**src/rtl/instr_sequencer.sv**
```systemverilog
// Multi-cycle fetch/decode/execute sequencer for the 16-bit Hack-style CPU.
// Fetches over a ROM req/ack handshake and issues register loads, memory writes and the next pc.
module instr_sequencer #(
  parameter int unsigned DW = 16,
  parameter int unsigned AW = 15
) (
  input  logic          clk,
  input  logic          rst_n,
  input  logic          run,
  output logic          rom_req,
  output logic [AW-1:0] rom_addr,
  input  logic          rom_ack,
  input  logic [DW-1:0] rom_data,
  output logic [DW-1:0] instr,
  output logic          instr_valid,
  input  logic          instr_type,
  input  logic          cmd_d1,
  input  logic          cmd_d2,
  input  logic          cmd_d3,
  input  logic          cmd_j1,
  input  logic          cmd_j2,
  input  logic          cmd_j3,
  input  logic          alu_zr,
  input  logic          alu_ng,
  input  logic [AW-1:0] a_val,
  output logic          load_a,
  output logic          load_d,
  output logic          mem_we,
  input  logic          mem_ack,
  output logic [AW-1:0] pc,
  output logic          retired
);

  typedef enum logic [2:0] {
    S_IDLE   = 3'd0,
    S_FETCH  = 3'd1,
    S_DECODE = 3'd2,
    S_EXEC   = 3'd3,
    S_MEMWR  = 3'd4
  } state_e;

  state_e        state_q, state_d;
  logic [AW-1:0] pc_q, pc_d;
  logic [DW-1:0] instr_q, instr_d;
  logic          jump_c;

  always_ff @(posedge clk or negedge rst_n) begin
    if (!rst_n) begin
      state_q <= S_IDLE;
      pc_q    <= '0;
      instr_q <= '0;
    end else begin
      state_q <= state_d;
      pc_q    <= pc_d;
      instr_q <= instr_d;
    end
  end

  // Strobes are decoded from the state so they drop the instant reset asserts.
  always_comb begin
    state_d     = state_q;
    pc_d        = pc_q;
    instr_d     = instr_q;
    rom_req     = 1'b0;
    instr_valid = 1'b0;
    load_a      = 1'b0;
    load_d      = 1'b0;
    mem_we      = 1'b0;
    retired     = 1'b0;
    jump_c      = 1'b0;
    case (state_q)
      S_IDLE: begin
        if (run) state_d = S_FETCH;
      end
      S_FETCH: begin
        rom_req = 1'b1;
        if (rom_ack) begin
          instr_d = rom_data;
          state_d = S_DECODE;
        end
      end
      S_DECODE: begin
        instr_valid = 1'b1;
        state_d     = S_EXEC;
      end
      S_EXEC: begin
        instr_valid = 1'b1;
        load_a      = ~instr_type | cmd_d1;
        load_d      = cmd_d2;
        // a_val is still the pre-load A value here, so it is the correct target.
        jump_c      = instr_type & ((cmd_j1 & alu_ng) | (cmd_j2 & alu_zr) |
                                    (cmd_j3 & ~alu_ng & ~alu_zr));
        pc_d        = jump_c ? a_val : pc_q + AW'(1);
        if (cmd_d3) begin
          state_d = S_MEMWR;
        end else begin
          retired = 1'b1;
          state_d = run ? S_FETCH : S_IDLE;
        end
      end
      S_MEMWR: begin
        instr_valid = 1'b1;
        mem_we      = 1'b1;
        if (mem_ack) begin
          retired = 1'b1;
          state_d = run ? S_FETCH : S_IDLE;
        end
      end
      default: state_d = S_IDLE;
    endcase
  end

  assign pc       = pc_q;
  assign rom_addr = pc_q;
  assign instr    = instr_q;

endmodule

```
**config.mk**
```make
export PLATFORM = sky130hd
export DESIGN_NAME = instr_sequencer
export DESIGN_NICKNAME = d
export VERILOG_FILES = /design/src/rtl/instr_sequencer.sv
export SDC_FILE = /design/constraint.sdc
export NUM_CORES = 1
export LEC_CHECK = 0
export ABC_AREA = 1
export CELL_PAD_IN_SITES_DETAIL_PLACEMENT = 1
export CELL_PAD_IN_SITES_GLOBAL_PLACEMENT = 1
export CORE_ASPECT_RATIO = 1.2
export CORE_MARGIN = 5
export CORE_UTILIZATION = 31
export CTS_CLUSTER_DIAMETER = 50
export DETAILED_ROUTE_END_ITERATION = 16
export HOLD_SLACK_MARGIN = 0.08
export PLACE_DENSITY_LB_ADDON = 0.12
export SYNTH_ARGS = -nofsm -noshare
export SYNTH_HDL_FRONTEND = slang
export SYNTH_SLANG_ARGS = --single-unit
```
**constraint.sdc**
```tcl
create_clock -name clk -period 3.85 [get_ports clk]
set_input_delay 0.385 -clock clk [delete_from_list [all_inputs] [get_ports clk]]
set_output_delay 0.385 -clock clk [all_outputs]
set_load 0.05 [all_outputs]
```
# Word level (Yosys, flattened, before mapping)
# Index checks and enable logic that the tools add are counted.
[word_totals] rom_bits=0 inputBits=45 reg_bits=34 latch_bits=0 wordCells=41 mem_count=0 mem_bits_rw=0
[op_classes] n_reduce_logical=4 shifts=0 addsub=1 div_mod_pow=0 bitwise_logic=11 multipliers=0 order_cmp=0 eq_ne=7 mux=15
[ops] op="adder 15 x 1 -> 15 bit, second input constant" n=1
[ops] op="two-way mux 15 bit" n=1
[ops] op="case mux 3 bit (5 select lines)" n=1
[ops] op="two-way mux 3 bit" n=4
[ops] op="two-way mux 1 bit" n=8
[ops] op="equality test 3 x 2 -> 1 bit, second input constant" n=2
[ops] op="inequality test 2 bit, second input constant" n=3
[ops] op="AND 1 bit" n=5
[ops] op="equality test 3 x 1 -> 1 bit, second input constant" n=1
[ops] op="equality test 3 bit, second input constant" n=1
[ops] op="logical NOT 3 bit" n=1
[ops] op="NOT 1 bit" n=3
[ops] op="OR 1 bit" n=3
[ops] op="AND reduction 3 bit" n=1
[ops] op="OR reduction 3 bit" n=1
[ops] op="case mux 1 bit (2 select lines)" n=1
[ops] op="AND reduction 2 bit" n=1

# Logic depth before layout (Yosys ltp)
[logic_depth] ltp_word=6 depth_mapped=10 mapped_depth_nobuf=10

# Worst setup path after synthesis
# OpenSTA, ideal clock, no wires.
[synth_path] path_type="reg-to-output" start="reg state_q[1]" end="out retired" stages_incl_launch_ff=5 t_arrival_ps=2377 n_path_buf=0 path_slack_ps=1088 path_cell_list="dfrtp_1 > or2_2 > nor2_1 > inv_1 > o22ai_1"
[synth_between] elab_chain_cells=2 elab_cells_between_ends=3 classes_between="2 x eq/ne; 1 x mux"
[synth_lines] element="start, declared" line="42" text="state_e state_q, state_d;"
[synth_lines] element="start signal, assigned" line="53" text="state_q <= state_d;"
[synth_lines] element="equality test 3 bit / equality test 3 x 2 -> 1 bit (equally long branches)" line="71" text="case (state_q)"
[synth_lines] element="case mux 1 bit (2 select lines) (*)" line="71"
[synth_lines] element="end, declared" line="31" text="output logic retired"
# Mark *: on every way between the ends. The rest lies on a longest branch, timed or not.

# Worst setup path after layout
# Ends and elaborated chain as after synthesis.

==> flow_results.xml <==
<?xml version="1.0" encoding="UTF-8"?>
<metrics>
  <group name="layout">
    <metric name="fillCellCount" unit="">826</metric>
    <metric name="area_delta_synth_final" unit="%">48.7</metric>
    <metric name="final_design_area_no_fill" unit="um^2">3200</metric>
    <metric name="final_cells" unit="">447</metric>
    <metric name="antenna-diode-count" unit="">0</metric>
    <metric name="nNetsFinal" unit="">405</metric>
    <metric name="post_route_cells_drive_above_1_share" unit="%">9.72</metric>
    <metric name="final-seq-area" unit="um^2">851</metric>
    <metric name="multiInputGateArea" unit="um^2">997</metric>
  </group>
  <group name="worst_setup_path">
    <metric name="timing.critical_path.arrival" unit="ns">2.42</metric>
    <metric name="start_kind" unit="">flip-flop</metric>
    <metric name="slowest_stage" unit="">sky130_fd_sc_hd__clkdlybuf4s50_1</metric>
    <metric name="critical_path.n_buffers_inverters" unit="">3</metric>
    <metric name="crit_type" unit="">reg -&gt; out</metric>
    <metric name="required" unit="ns">3.46</metric>
    <metric name="worst-path-max-fanout" unit="">18</metric>
    <metric name="crit_path_end_kind" unit="">output port</metric>
    <metric name="critical_path.top_delay_family" unit="">buffers and inverters</metric>
    <metric name="max_stage_delay" unit="ns">0.82</metric>
    <metric name="crit_chain" unit="">nand2_1 &gt; nor2_4 &gt; buf_4 &gt; inv_2 &gt; o22ai_1 &gt; clkdlybuf4s50_1</metric>
    <metric name="reg2reg_from" unit="">pc[0]</metric>
    <metric name="setup.worst_path.start" unit="">state_q[1]</metric>
  </group>
  <group name="synthesis">
    <metric name="postSynthNetCount" unit="">322</metric>
    <metric name="yosys_warnings" unit="">0</metric>
    <metric name="ys_types" unit="">27</metric>
    <metric name="syn_area_per_cell" unit="um^2">7.79</metric>
    <metric name="netlist.area_leader.share" unit="%">39.6</metric>
    <metric name="total_of_flip_flops_plus_latches_after_synthesis" unit="">34</metric>
    <metric name="synth_top_cells_by_area" unit="">sky130_fd_sc_hd__dfrtp_1, sky130_fd_sc_hd__nand2_1, sky130_fd_sc_hd__mux2_4</metric>
    <metric name="yosys.area.top_type" unit="">sky130_fd_sc_hd__dfrtp_1</metric>
    <metric name="syn-instance-count" unit="">276</metric>
    <metric name="mappedNetlistArea" unit="um^2">2150</metric>
    <metric name="synth-seq-area-share" unit="%">39.6</metric>
  </group>
  <group name="power">
    <metric name="power.share.sequential" unit="%">22.4</metric>
    <metric name="net-switching-power" unit="mW">1.75</metric>
    <metric name="power.static_leakage" unit="nW">1.54</metric>
    <metric name="switching_share" unit="%">52.9</metric>
    <metric name="clock_power_share" unit="%">12.3</metric>
    <metric name="max-vdd-ir-drop" unit="mV">0.491</metric>
    <metric name="power-per-cell-area" unit="nW/um^2">1030</metric>
    <metric name="cell_internal_power_dissipation" unit="mW">1.55</metric>
    <metric name="comb_power_share" unit="%">65.3</metric>
    <metric name="post-layout-total-power" unit="mW">3.30</metric>
  </group>
  <group name="clock_network">
    <metric name="h-tree-depth" unit="">2</metric>
    <metric name="clk_latency" unit="ns">0.29</metric>
    <metric name="clockBufferDepth" unit="">2</metric>
    <metric name="number_of_buffers_inserted_by_post_cts_setup_repair" unit="">0</metric>
    <metric name="cts_buffers" unit="">5</metric>
    <metric name="clk_pin_slew" unit="ns">0.08</metric>
    <metric name="cts_hold_buffers" unit="">0</metric>
    <metric name="cts_tree" unit="">built</metric>
    <metric name="clk_sink_count" unit="">34</metric>
    <metric name="cts_root_buf" unit="">sky130_fd_sc_hd__clkbuf_8</metric>
    <metric name="postCtsResizedCells" unit="">0</metric>
  </group>
  <group name="placed_design">
    <metric name="placement.io_buffers" unit="">96</metric>
    <metric name="placedInstanceArea" unit="um^2">3060</metric>
    <metric name="place_congestion" unit="">0.735</metric>
    <metric name="pre_cts_slack" unit="ns">1.33</metric>
    <metric name="place_hpwl" unit="um">4700</metric>
    <metric name="placedCellCount" unit="">439</metric>
  </group>
  <group name="detailed_routing">
    <metric name="route.detailed.vias_per_inst" unit="">4.53</metric>
    <metric name="drc" unit="">0</metric>
    <metric name="drt-initial-drc-count" unit="">42</metric>
    <metric name="post_route_ant_nets" unit="">0</metric>
    <metric name="drt_first_pass_iters" unit="">4</metric>
    <metric name="wl_per_cell" unit="um">13.8</metric>
    <metric name="postRouteWirelength" unit="um">6160</metric>
    <metric name="routed-via-count" unit="">2027</metric>
  </group>
  <group name="global_routing">
    <metric name="pin_count_of_the_biggest_net_entering_global_routing" unit="">35</metric>
    <metric name="gr-usage-all-layers" unit="%">15.0</metric>
    <metric name="first_global_vias" unit="">2175</metric>
    <metric name="grt_first_pass_wirelength" unit="um">10500</metric>
    <metric name="grt_overflow" unit="">0</metric>
    <metric name="antenna_found_initial" unit="">0</metric>
  </group>
  <group name="timing">
    <metric name="post_route_minimum_period" unit="ns">2.80</metric>
    <metric name="setup_tns" unit="ns">0</metric>
    <metric name="fmaxAchievable" unit="MHz">357</metric>
    <metric name="hold_viol_final" unit="">0</metric>
    <metric name="fin_ws" unit="ns">1.05</metric>
    <metric name="setup-violations-final" unit="">0</metric>
    <metric name="period_share" unit="%">72.7</metric>
    <metric name="final_clock_skew" unit="ns">0.00791</metric>
    <metric name="max-slew-margin-rel" unit="%">44.2</metric>
    <metric name="slew_violations" unit="">0</metric>
    <metric name="grt_setup_unrepaired" unit="">no</metric>
    <metric name="worst-slew-pin-transition" unit="ns">0.837</metric>
  </group>
  <group name="run_status">
    <metric name="result_of_the_run" unit="">completed</metric>
  </group>
  <group name="die">
    <metric name="core_area" unit="um^2">6810</metric>
    <metric name="initial_utilization" unit="%">31.6</metric>
    <metric name="chipWidth" unit="um">86.0</metric>
    <metric name="die_h" unit="um">101</metric>
    <metric name="die_footprint" unit="um^2">8710</metric>
    <metric name="top_level_ports" unit="">97</metric>
    <metric name="rows" unit="">33</metric>
  </group>
  <group name="worst_hold_path">
    <metric name="worst_hold_path_type" unit="">in -&gt; async</metric>
  </group>
  <group name="job">
    <metric name="timing.max_cap.violations" unit="">0</metric>
  </group>
</metrics>
[layout make-up]
type	instances	share of cell area, %
clock buffer	5	2.15
clock inverter	3	2.15
inverter	36	4.38
multi-input combinational	185	31.2
sequential	34	26.6
tap	87	3.40
timing repair buffer	97	30.1
[routing by layer]
layer,wire [um],GRT usage (%),up-vias
met2,3070,27.0,61
li1,-,-,1017
met3,527,5.37,7
met5,0,0,-
met4,61,3.29,0
met1,2500,16.8,942
[synthesized netlist by cell type]
cell type,instances
sky130_fd_sc_hd__nand3_1,27
sky130_fd_sc_hd__o211ai_1,2
sky130_fd_sc_hd__nand2_2,1
sky130_fd_sc_hd__mux2_2,6
sky130_fd_sc_hd__o21ai_0,3
sky130_fd_sc_hd__or2_2,2
sky130_fd_sc_hd__inv_1,34
sky130_fd_sc_hd__xor2_1,1
sky130_fd_sc_hd__nand4_1,5
sky130_fd_sc_hd__buf_4,15
sky130_fd_sc_hd__nand2_1,93
sky130_fd_sc_hd__buf_2,3
sky130_fd_sc_hd__a21oi_1,2
sky130_fd_sc_hd__o22ai_1,2
sky130_fd_sc_hd__buf_12,1
sky130_fd_sc_hd__o21ai_1,2
sky130_fd_sc_hd__mux2_4,10
sky130_fd_sc_hd__buf_6,1
sky130_fd_sc_hd__clkbuf_1,1
sky130_fd_sc_hd__nor2_4,2
sky130_fd_sc_hd__inv_2,1
sky130_fd_sc_hd__nand3b_1,7
sky130_fd_sc_hd__dfrtp_1,34
sky130_fd_sc_hd__nor2_1,17
sky130_fd_sc_hd__ha_1,1
sky130_fd_sc_hd__inv_6,1
sky130_fd_sc_hd__nand2_4,2
[cells by family after synthesis]
group | after synthesis | synth area share, %
and+or+nand+nor | 156 | 32.3
buffers and inverters | 57 | 14.1
DFF | 34 | 39.6
muxes | 16 | 10.1
AOI/OAI and AO/OA | 11 | 2.91
xor gates and xnor gates | 1 | 0.407
adders and majority gates | 1 | 0.582
[per-stage QoR]
| stage | hold slack [ns] | utilization [%] |
|---|---|---|
| after CTS | 0.223 | 46.9 |
| after detailed placement | 0.494 | 44.9 |
| after floorplan | 0.0894 | - |
| after global routing | 0.258 | 46.9 |
| final | 0.199 | 46.9 |
| after global placement | 0.486 | 44.9 |
[worst reg2reg max path, stage by stage (launching register included)]
cell,delay [ns]
sky130_fd_sc_hd__dfrtp_1,0.45
sky130_fd_sc_hd__ha_1,0.22
sky130_fd_sc_hd__nand3_1,0.18
sky130_fd_sc_hd__nor2_1,0.23
sky130_fd_sc_hd__nand3_1,0.10
sky130_fd_sc_hd__nand2_1,0.08
sky130_fd_sc_hd__nand3_1,0.06
sky130_fd_sc_hd__nand2_1,0.07
sky130_fd_sc_hd__nand2_1,0.04
[layout by cell type, fill, tap and decap left out, drive strengths merged]
cell,instances
dfrtp,34
nand3b,7
nand4,5
bufinv,2
clkbuf,5
nand3,27
o211ai,2
nand2,96
ha,1
buf,2
clkdlybuf4s50,95
a21oi,2
or2,2
inv,36
nor2,19
o21ai,5
xor2,1
clkinv,1
o22ai,2
mux2,16
[power groups by stage]
stage,registers [mW],logic [mW],clock network [mW]
2_1_floorplan,1.27,1.05,0
3_3_place_gp,0.741,2.15,0
3_5_place_dp,0.749,2.18,0
4_1_cts,0.748,2.18,0.424
5_1_grt,0.785,2.30,0.437
6_report,0.740,2.15,0.406
[registers in the layout, summed over array words and instances (netlist names)]
register,count
instr,16
pc,15
state_q,3
[worst paths after layout]
check | endpoint | slack (ns) | cells past startpoint
setup / recovery | retired | 1.05 | 6
hold / removal | pc[4] | 0.20 | 1
setup reg to reg | pc[14] | 2.33 | 8
hold reg to reg | instr[0] | 0.50 | 1
max in group asynchronous | instr[4] | 3.13 | 1
min in group clk | instr[0] | 0.50 | 1
Power figures use the tool's default switching activity.
